--- config.mk ---
export PLATFORM = sky130hd
export DESIGN_NAME = rr_arb_mux_flat
export DESIGN_NICKNAME = d
export VERILOG_FILES = /design/src/rtl/rr_arb_mux_if.sv /design/src/rtl/rr_arb_mux.sv /design/src/flat_wrapper.sv
export SDC_FILE = /design/constraint.sdc
export NUM_CORES = 1
export LEC_CHECK = 0
export CAP_MARGIN = 20
export CORE_MARGIN = 2
export CORE_UTILIZATION = 40
export DETAILED_ROUTE_END_ITERATION = 8
export PLACE_DENSITY = 0.87
export SYNTH_ARGS = -nofsm -noshare
export SYNTH_HDL_FRONTEND = slang
export SYNTH_SLANG_ARGS = --single-unit
--- constraint.sdc ---
create_clock -name clk -period 2.4 [get_ports clk]
set_input_delay 0.24 -clock clk [delete_from_list [all_inputs] [get_ports clk]]
set_output_delay 0.24 -clock clk [all_outputs]
set_load 0.01 [all_outputs]
--- src/rtl/rr_arb_mux_if.sv ---
// Handshake bundle for rr_arb_mux: NUM_IN valid/ready sources with packed data, one registered output.
// slave is the arbiter side, master is the producer/consumer side.
interface rr_arb_mux_if #(
  parameter int N      = 32,
  parameter int NUM_IN = 4
);
  localparam int SELW = $clog2(NUM_IN);

  logic [NUM_IN-1:0]   in_valid;
  logic [NUM_IN*N-1:0] in_data;
  logic [NUM_IN-1:0]   in_ready;
  logic                out_valid;
  logic [N-1:0]        out_data;
  logic [SELW-1:0]     out_src;
  logic                out_ready;

  modport slave (
    input  in_valid, in_data, out_ready,
    output in_ready, out_valid, out_data, out_src
  );

  modport master (
    output in_valid, in_data, out_ready,
    input  in_ready, out_valid, out_data, out_src
  );
endinterface

--- src/rtl/rr_arb_mux.sv ---
// Registered NUM_IN-source round-robin arbitrating mux with valid/ready backpressure.
// Define RR_ARB_MUX_FIXED_PRIO_EN for fixed lowest-index-wins priority instead of round-robin.
module rr_arb_mux #(
  parameter int N      = 32,
  parameter int NUM_IN = 4
) (
  input  logic         clk,
  input  logic         rst,
  rr_arb_mux_if.slave  bus
);
  localparam int SELW = $clog2(NUM_IN);

  logic            load;
  logic            gnt_found;
  logic [SELW-1:0] gnt_idx;

  logic            valid_q, valid_d;
  logic [N-1:0]    data_q,  data_d;
  logic [SELW-1:0] src_q,   src_d;

  // The output stage can take a new word when empty or when it drains this cycle.
  assign load = ~valid_q | bus.out_ready;

`ifdef RR_ARB_MUX_FIXED_PRIO_EN
  always_comb begin
    // NOTE: every output of a combinational block gets a default first so no path leaves it unassigned (no latch).
    gnt_found = 1'b0;
    gnt_idx   = '0;
    // Descending scan: the last hit, i.e. the lowest index, wins.
    for (int i = NUM_IN - 1; i >= 0; i--) begin
      if (bus.in_valid[i]) begin
        gnt_found = 1'b1;
        gnt_idx   = SELW'(i);
      end
    end
  end
`else
  logic [SELW-1:0] ptr_q, ptr_d;

  always_comb begin
    int cand;
    cand      = 0;
    gnt_found = 1'b0;
    gnt_idx   = '0;
    // Scan ptr+NUM_IN down to ptr+1 so the closest successor of ptr is the last hit; wrap by
    // subtracting NUM_IN so non-power-of-2 source counts never see an out-of-range index.
    for (int k = NUM_IN; k >= 1; k--) begin
      cand = int'(ptr_q) + k;
      if (cand >= NUM_IN) cand = cand - NUM_IN;
      if (bus.in_valid[SELW'(cand)]) begin
        gnt_found = 1'b1;
        gnt_idx   = SELW'(cand);
      end
    end
  end

  always_comb begin
    ptr_d = ptr_q;
    if (load && gnt_found) ptr_d = gnt_idx;
  end

  always_ff @(posedge clk) begin
    if (rst) ptr_q <= SELW'(NUM_IN - 1);
    else     ptr_q <= ptr_d;
  end
`endif

  always_comb begin
    bus.in_ready = '0;
    if (load && gnt_found && !rst) bus.in_ready[gnt_idx] = 1'b1;
  end

  always_comb begin
    valid_d = valid_q;
    data_d  = data_q;
    src_d   = src_q;
    if (load) begin
      valid_d = gnt_found;
      if (gnt_found) begin
        data_d = bus.in_data[int'(gnt_idx)*N +: N];
        src_d  = gnt_idx;
      end
    end
  end

  always_ff @(posedge clk) begin
    // NOTE: state registers use non-blocking assignment so every flop samples pre-edge values.
    if (rst) begin
      valid_q <= 1'b0;
      data_q  <= '0;
      src_q   <= '0;
    end else begin
      valid_q <= valid_d;
      data_q  <= data_d;
      src_q   <= src_d;
    end
  end

  assign bus.out_valid = valid_q;
  assign bus.out_data  = data_q;
  assign bus.out_src   = src_q;
endmodule
--- src/flat_wrapper.sv ---
// flat-port wrapper written by rule: the top's interface ports become plain ports
module rr_arb_mux_flat 
#(
  parameter int N      = 32,
  parameter int NUM_IN = 4
)
  (clk, rst, bus_in_valid, bus_in_data, bus_out_ready, bus_in_ready, bus_out_valid, bus_out_data, bus_out_src);
  rr_arb_mux_if #(.N(N), .NUM_IN(NUM_IN)) bus_i ();
  input  logic clk;
  input  logic rst;
  input wire logic [$bits(bus_i.in_valid)-1:0] bus_in_valid;
  input wire logic [$bits(bus_i.in_data)-1:0] bus_in_data;
  input wire logic [$bits(bus_i.out_ready)-1:0] bus_out_ready;
  output wire logic [$bits(bus_i.in_ready)-1:0] bus_in_ready;
  output wire logic [$bits(bus_i.out_valid)-1:0] bus_out_valid;
  output wire logic [$bits(bus_i.out_data)-1:0] bus_out_data;
  output wire logic [$bits(bus_i.out_src)-1:0] bus_out_src;
  assign bus_i.in_valid = bus_in_valid;
  assign bus_i.in_data = bus_in_data;
  assign bus_i.out_ready = bus_out_ready;
  assign bus_in_ready = bus_i.in_ready;
  assign bus_out_valid = bus_i.out_valid;
  assign bus_out_data = bus_i.out_data;
  assign bus_out_src = bus_i.out_src;
  rr_arb_mux #(.N(N), .NUM_IN(NUM_IN)) u_core (.clk(clk), .rst(rst), .bus(bus_i));
endmodule
==> results of run 1 <==
[worst max-delay path, cell delays in order]
cell	delay (ns)
clkdlybuf4s50_1	0.55
nand2b_1	0.20
a21o_1	0.16
nand3_1	0.17
nor2_1	0.14
clkdlybuf4s50_1	0.54
[state kept, by name (all words and copies together), names as in the netlist]
name and flops:
u_core.ptr_q 2, u_core.bus.out_src 2, u_core.bus.out_data 32, u_core.bus.out_valid 1
[what timing repair did]
| item | 4_1_cts | 5_1_grt |
|---|---|---|
| pin swaps | 0 | 0 |
| buffers inserted | 1 | 0 |
| resized for setup | 1 | 3 |
| endpoints found under the setup margin | 1 | 2 |
[final cells by class]
| type | count | area, um2 |
|---|---|---|
| Multi-Input combinational cell | 230 | 1760 |
| Fill cell | 515 | 1830 |
| Tap cell | 77 | 96.3 |
| Clock inverter | 1 | 5.00 |
| Clock buffer | 7 | 96.3 |
| Timing Repair Buffer | 188 | 1860 |
| Sequential cell | 37 | 741 |
[cells by family after synthesis]
family,count (synthesis),share of synthesized area [%]
AOI/OAI and AO/OA,107,35.4
and+or+nand+nor,90,17.4
buffers and inverters,31,6.88
DFF,37,27.9
muxes,33,12.4
[layout by cell type, fill, tap and decap left out, types with 4 or more instances in the layout]
master / count
o31ai_1: 31
clkbuf_8: 7
nand2b_1: 4
a21o_1: 32
clkdlybuf4s50_1: 171
dfxtp_1: 37
nand2_1: 35
o211ai_2: 28
mux2i_1: 33
nand4_1: 31
buf_4: 14
nor2_1: 9
[worst min path at each step]
| stage | slack (ns) | endpoint | depth (start not counted) | from |
|---|---|---|---|---|
| after global routing | 0.50 | u_core.bus.out_data[25]$_SDFFE_PP0P_ | 2 | u_core.bus.out_data[25]$_SDFFE_PP0P_ |
| after CTS | 0.47 | u_core.bus.out_data[26]$_SDFFE_PP0P_ | 2 | u_core.bus.out_data[26]$_SDFFE_PP0P_ |
| after global placement | 0.44 | u_core.bus.out_data[19]$_SDFFE_PP0P_ | 2 | u_core.bus.out_data[19]$_SDFFE_PP0P_ |
| after floorplan | 0.31 | u_core.bus.out_src[1]$_SDFFE_PP0P_ | 1 | rst |
| after detailed placement | 0.45 | u_core.bus.out_data[6]$_SDFFE_PP0P_ | 2 | u_core.bus.out_data[6]$_SDFFE_PP0P_ |
| final | 0.47 | u_core.bus.out_data[26]$_SDFFE_PP0P_ | 2 | u_core.bus.out_data[26]$_SDFFE_PP0P_ |
[per-stage QoR]
step           std cells  hold WS (ns)  setup TNS (ns)
2_1_floorplan        298         0.309               0
3_3_place_gp         531         0.444               0
3_5_place_dp         531         0.452         -0.0238
4_1_cts              540         0.474               0
5_1_grt              540         0.497               0
6_report             540         0.471               0
[power breakdown]
group	leakage (nW)	internal [mW]	switching [mW]
clock	0.0542	0.260	0.224
combinational	1.52	0.556	0.428
sequential	0.307	0.701	0.0538
[metal layers]
layer / global-route usage, % / vias up
li1: - / 1473
met1: 28.9 / 1493
met2: 49.3 / 173
met3: 9.14 / 16
met4: 7.94 / 0
met5: 0 / -
==> results.sh, run 1 <==
export IMPL_place_area_mm2=0.00444
export IMPL_drive_gt1_share_pct=13.6
export IMPL_route_detailed_drc=0
export IMPL_timing_fmax_mhz=446
export IMPL_ant_nets=0
export IMPL_fin_skew_ns=0.00877
export IMPL_antenna_found_initial=0
export IMPL_first_iter_violations=162
export IMPL_rrSetupSlack_ns=0.57
export IMPL_ioPinCount=174
export IMPL_synth_warning_count=0
export IMPL_vias=3155
export IMPL_final_min_clock_period_ns=2.24
export IMPL_cp_data_required_time_ns=2.16
export IMPL_layout_nets=597
export IMPL_synth_most_common_cell="dfxtp_1"
export IMPL_clkTransAtPathRegs_ns=0.07
export IMPL_synth_edf_count=0
export IMPL_wl_met2_um=4970
export IMPL_die_y_um=85.5
export IMPL_root_buffer="clkbuf_8"
export IMPL_final_area_mm2=0.00456
export IMPL_reg2reg_from="u_core.ptr_q[0]$_SDFFE_PP1P_"
export IMPL_drt_pre_antenna_iters=4
export IMPL_netlist_instances=298
export IMPL_irDropWorstVdd_mv=0.420
export IMPL_drt_total_wl_um=10100
export IMPL_antenna_cells=0
export IMPL_crit_path_end="bus_in_ready[2]"
export IMPL_p_total_mw=2.22
export IMPL_worst_setup_path_start_kind="primary input"
export IMPL_synth_largest_area_cell="dfxtp_1"
export IMPL_vias_per_cell=5.84
export IMPL_slew_headroom_pct=63.3
export IMPL_critPathKind="primary input to output pin"
export IMPL_synth_seq_cells=37
export IMPL_io_buffers=173
export IMPL_dieArea_mm2=0.00730
export IMPL_clock_latency_ns=0.28
export IMPL_wire_per_inst_um=18.7
export IMPL_first_global_vias=3401
export IMPL_holdBufCountCts=0
export IMPL_hold_path_class="register to register"
export IMPL_synth_area_leaders="dfxtp_1, o211ai_2, mux2i_1, a21o_1, o31ai_1"
export IMPL_worst_pin_slew_ns=0.551
export IMPL_met3_length_um=1030
export IMPL_setup_slack_ns=0.157
export IMPL_place_hpwl_um=7160
export IMPL_synth_avg_cell_area_um2=8.91
export IMPL_cap_violations=0
export IMPL_h_tree_depth=2
export IMPL_rsz0062_at_grt="false"
export IMPL_top_layer="met4"
export IMPL_r2r_end="u_core.bus.out_data[6]$_SDFFE_PP0P_"
export IMPL_clockBufferDepth=2
export IMPL_area_growth_pct=71.9
export IMPL_ys_async_sr_fraction_pct=0
export IMPL_track_usage_pct=26.8
export IMPL_fp_coreArea_mm2=0.00639
export IMPL_initial_core_util_pct=41.6
export IMPL_p_per_area_mw_per_mm2=488
export IMPL_cts_made_buffers=5
export IMPL_status="finished clean"
export IMPL_syn_area_mm2=0.00265
export IMPL_netlist_top_cells_count="dfxtp_1, nand2_1, mux2i_1, a21o_1"
export IMPL_slew_viol_final=0
export IMPL_rr_worst_depth=7
export IMPL_gr_total_overflow=0
export IMPL_wl_met1_um=3930
export IMPL_dieWidth_um=85.5
export IMPL_grt_pass1_wl_um=15700
export IMPL_leakage_nw=1.88
export IMPL_tritoncts="done"
export IMPL_fin_util_pct=71.4
export IMPL_grt_max_degree=33
export IMPL_final_setup_viol_count=0
export IMPL_dominantRegCellSynth="dfxtp_1"
export IMPL_synth_top_area_share_pct=27.9
export IMPL_synth_seq_area_share_pct=27.9
export IMPL_synth_net_count=433
export IMPL_startpoint="bus_in_valid[2]"
export IMPL_worstPathMaxFanout=4
export IMPL_gp_congestion=0.875
export IMPL_ys_types=31
export IMPL_arrival_ns=2.00
export IMPL_endpoint_kind="output pin"
export IMPL_fin_crit_sh_pct=93.4
export IMPL_cts_sinks=37
export IMPL_row_count=29
export IMPL_hold_viol=0
export IMPL_pre_cts_slack_ns=-0.0238
(Power assumes the default switching activity.)
==> run 2: changes to the inputs <==
--- a/config.mk
+++ b/config.mk
@@ -5,7 +5,6 @@
 export SDC_FILE = /design/constraint.sdc
 export NUM_CORES = 1
 export LEC_CHECK = 0
-export CAP_MARGIN = 20
 export CORE_MARGIN = 2
 export CORE_UTILIZATION = 40
 export DETAILED_ROUTE_END_ITERATION = 8
==> constraint.sdc (replaced) <==
create_clock -name clk -period 2.6 [get_ports clk]
set_input_delay 0.26 -clock clk [delete_from_list [all_inputs] [get_ports clk]]
set_output_delay 0.26 -clock clk [all_outputs]
set_load 0.01 [all_outputs]
==> results.sh, run 2 (same netlist as run 1, synthesis figures left out) <==
export IMPL_cts_setup_buffers=0
export IMPL_cts_made_buffers=5
export IMPL_critPathKind="primary input to output pin"
export IMPL_antenna_cells=0
export IMPL_dieWidth_um=85.5
export IMPL_slew_viol_final=0
export IMPL_status="finished clean"
export IMPL_p_total_mw=2.13
export IMPL_gr_total_overflow=0
export IMPL_die_y_um=85.5
export IMPL_layout_nets=595
export IMPL_reg2reg_from="u_core.ptr_q[0]$_SDFFE_PP1P_"
export IMPL_io_buffers=173
export IMPL_grt_pass1_wl_um=16100
export IMPL_ioPinCount=174
export IMPL_gp_congestion=0.909
export IMPL_hold_path_class="register to register"
export IMPL_area_growth_pct=71.1
export IMPL_worst_pin_slew_ns=0.542
export IMPL_fp_coreArea_mm2=0.00639
export IMPL_tritoncts="done"
export IMPL_first_global_vias=3369
export IMPL_slew_headroom_pct=63.9
export IMPL_ctsResizeCount=0
export IMPL_vias_per_cell=5.79
export IMPL_layout_common_cells="clkdlybuf4s50_1, dfxtp_1, nand2_1"
export IMPL_route_detailed_drc=0
export IMPL_setup_slack_ns=0.205
export IMPL_clkTransAtPathRegs_ns=0.08
export IMPL_ant_nets=0
export IMPL_timing_fmax_mhz=418
export IMPL_cap_violations=0
export IMPL_drt_total_wl_um=10300
export IMPL_irDropWorstVdd_mv=0.337
export IMPL_clockBufferDepth=2
export IMPL_final_setup_viol_count=0
export IMPL_h_tree_depth=2
export IMPL_largest_reg_flops=32
export IMPL_final_area_mm2=0.00454
export IMPL_crit_path_max_incr_delay_ns=0.61
export IMPL_leakage_nw=1.86
export IMPL_row_count=29
export IMPL_final_min_clock_period_ns=2.40
export IMPL_drt_pre_antenna_iters=4
export IMPL_worstPathMaxFanout=6
export IMPL_hold_viol=0
export IMPL_first_iter_violations=161
export IMPL_cp_data_required_time_ns=2.34
export IMPL_track_usage_pct=27.6
export IMPL_place_area_mm2=0.00442
export IMPL_hp_start="u_core.bus.out_data[20]$_SDFFE_PP0P_"
export IMPL_place_hpwl_um=7300
export IMPL_setup_tns_ns=0
export IMPL_grt_max_degree=33
export IMPL_fin_crit_sh_pct=92.1
export IMPL_fin_util_pct=71.1
export IMPL_slowest_stage="clkdlybuf4s50_1"
export IMPL_holdBufCountCts=0
export IMPL_p_per_area_mw_per_mm2=468
export IMPL_layout_commonest_cell="clkdlybuf4s50_1"
export IMPL_fin_skew_ns=0.00672
export IMPL_vias=3114
export IMPL_pre_cts_slack_ns=0.208
export IMPL_arrival_ns=2.14
export IMPL_startpoint="bus_in_valid[3]"
export IMPL_antenna_found_initial=0
export IMPL_clock_latency_ns=0.29
export IMPL_dieArea_mm2=0.00730
export IMPL_root_buffer="clkbuf_8"
export IMPL_initial_core_util_pct=41.6
export IMPL_drive_gt1_share_pct=12.6
export IMPL_cp_cell_sequence="clkdlybuf4s50_1 -> nor2b_4 -> nor2_1 -> nor2_1 -> nand2_2 -> nor2_1 -> clkdlybuf4s50_1"
export IMPL_worst_setup_path_start_kind="primary input"
export IMPL_crit_top_cell="nor2_1"
export IMPL_rsz0062_at_grt="false"
export IMPL_cts_sinks=37
export IMPL_wire_per_inst_um=19.2
export IMPL_endpoint_kind="output pin"
-- run 2: path summary, 6_finish.rpt --
| check | endpoint | slack [ns] | depth (start not counted) |
|---|---|---|---|
| worst min-delay path | u_core.bus.out_data[20]$_SDFFE_PP0P_ | 0.47 | 2 |
| worst max register to register | u_core.bus.out_data[4]$_SDFFE_PP0P_ | 0.74 | 6 |
| worst max-delay path | bus_in_ready[3] | 0.20 | 7 |
| worst min register to register | u_core.bus.out_data[20]$_SDFFE_PP0P_ | 0.47 | 2 |
-- run 2: routing by layer --
layer	track usage [%]	wire length [um]
met3	8.85	1060
met1	31.0	4060
met4	10.5	167
met2	48.4	5030
met5	0	0
-- run 2: critical path: cells and delay by family --
family	cells	cell delay, ns
and+or+nand+nor	5	0.70
buffers and inverters	2	1.17
-- run 2: per-stage QoR --
stage | hold WS (ns) | std cells
after floorplan | 0.329 | 298
after global placement | 0.442 | 530
after detailed placement | 0.451 | 530
after CTS | 0.471 | 538
after global routing | 0.481 | 538
final | 0.470 | 538
-- run 2: cell type report --
| cell class | instances | area, um2 |
|---|---|---|
| Fill cell | 528 | 1850 |
| Clock inverter | 1 | 30.0 |
| Tap cell | 77 | 96.3 |
| Timing Repair Buffer | 186 | 1830 |
| Sequential cell | 37 | 741 |
| Multi-Input combinational cell | 230 | 1760 |
| Clock buffer | 7 | 86.3 |
-- run 2: report_power, final --
part	internal [mW]	switching [mW]	total, mW
combinational	0.506	0.398	0.904
clock	0.313	0.212	0.526
sequential	0.647	0.0487	0.696
total	1.47	0.659	2.13
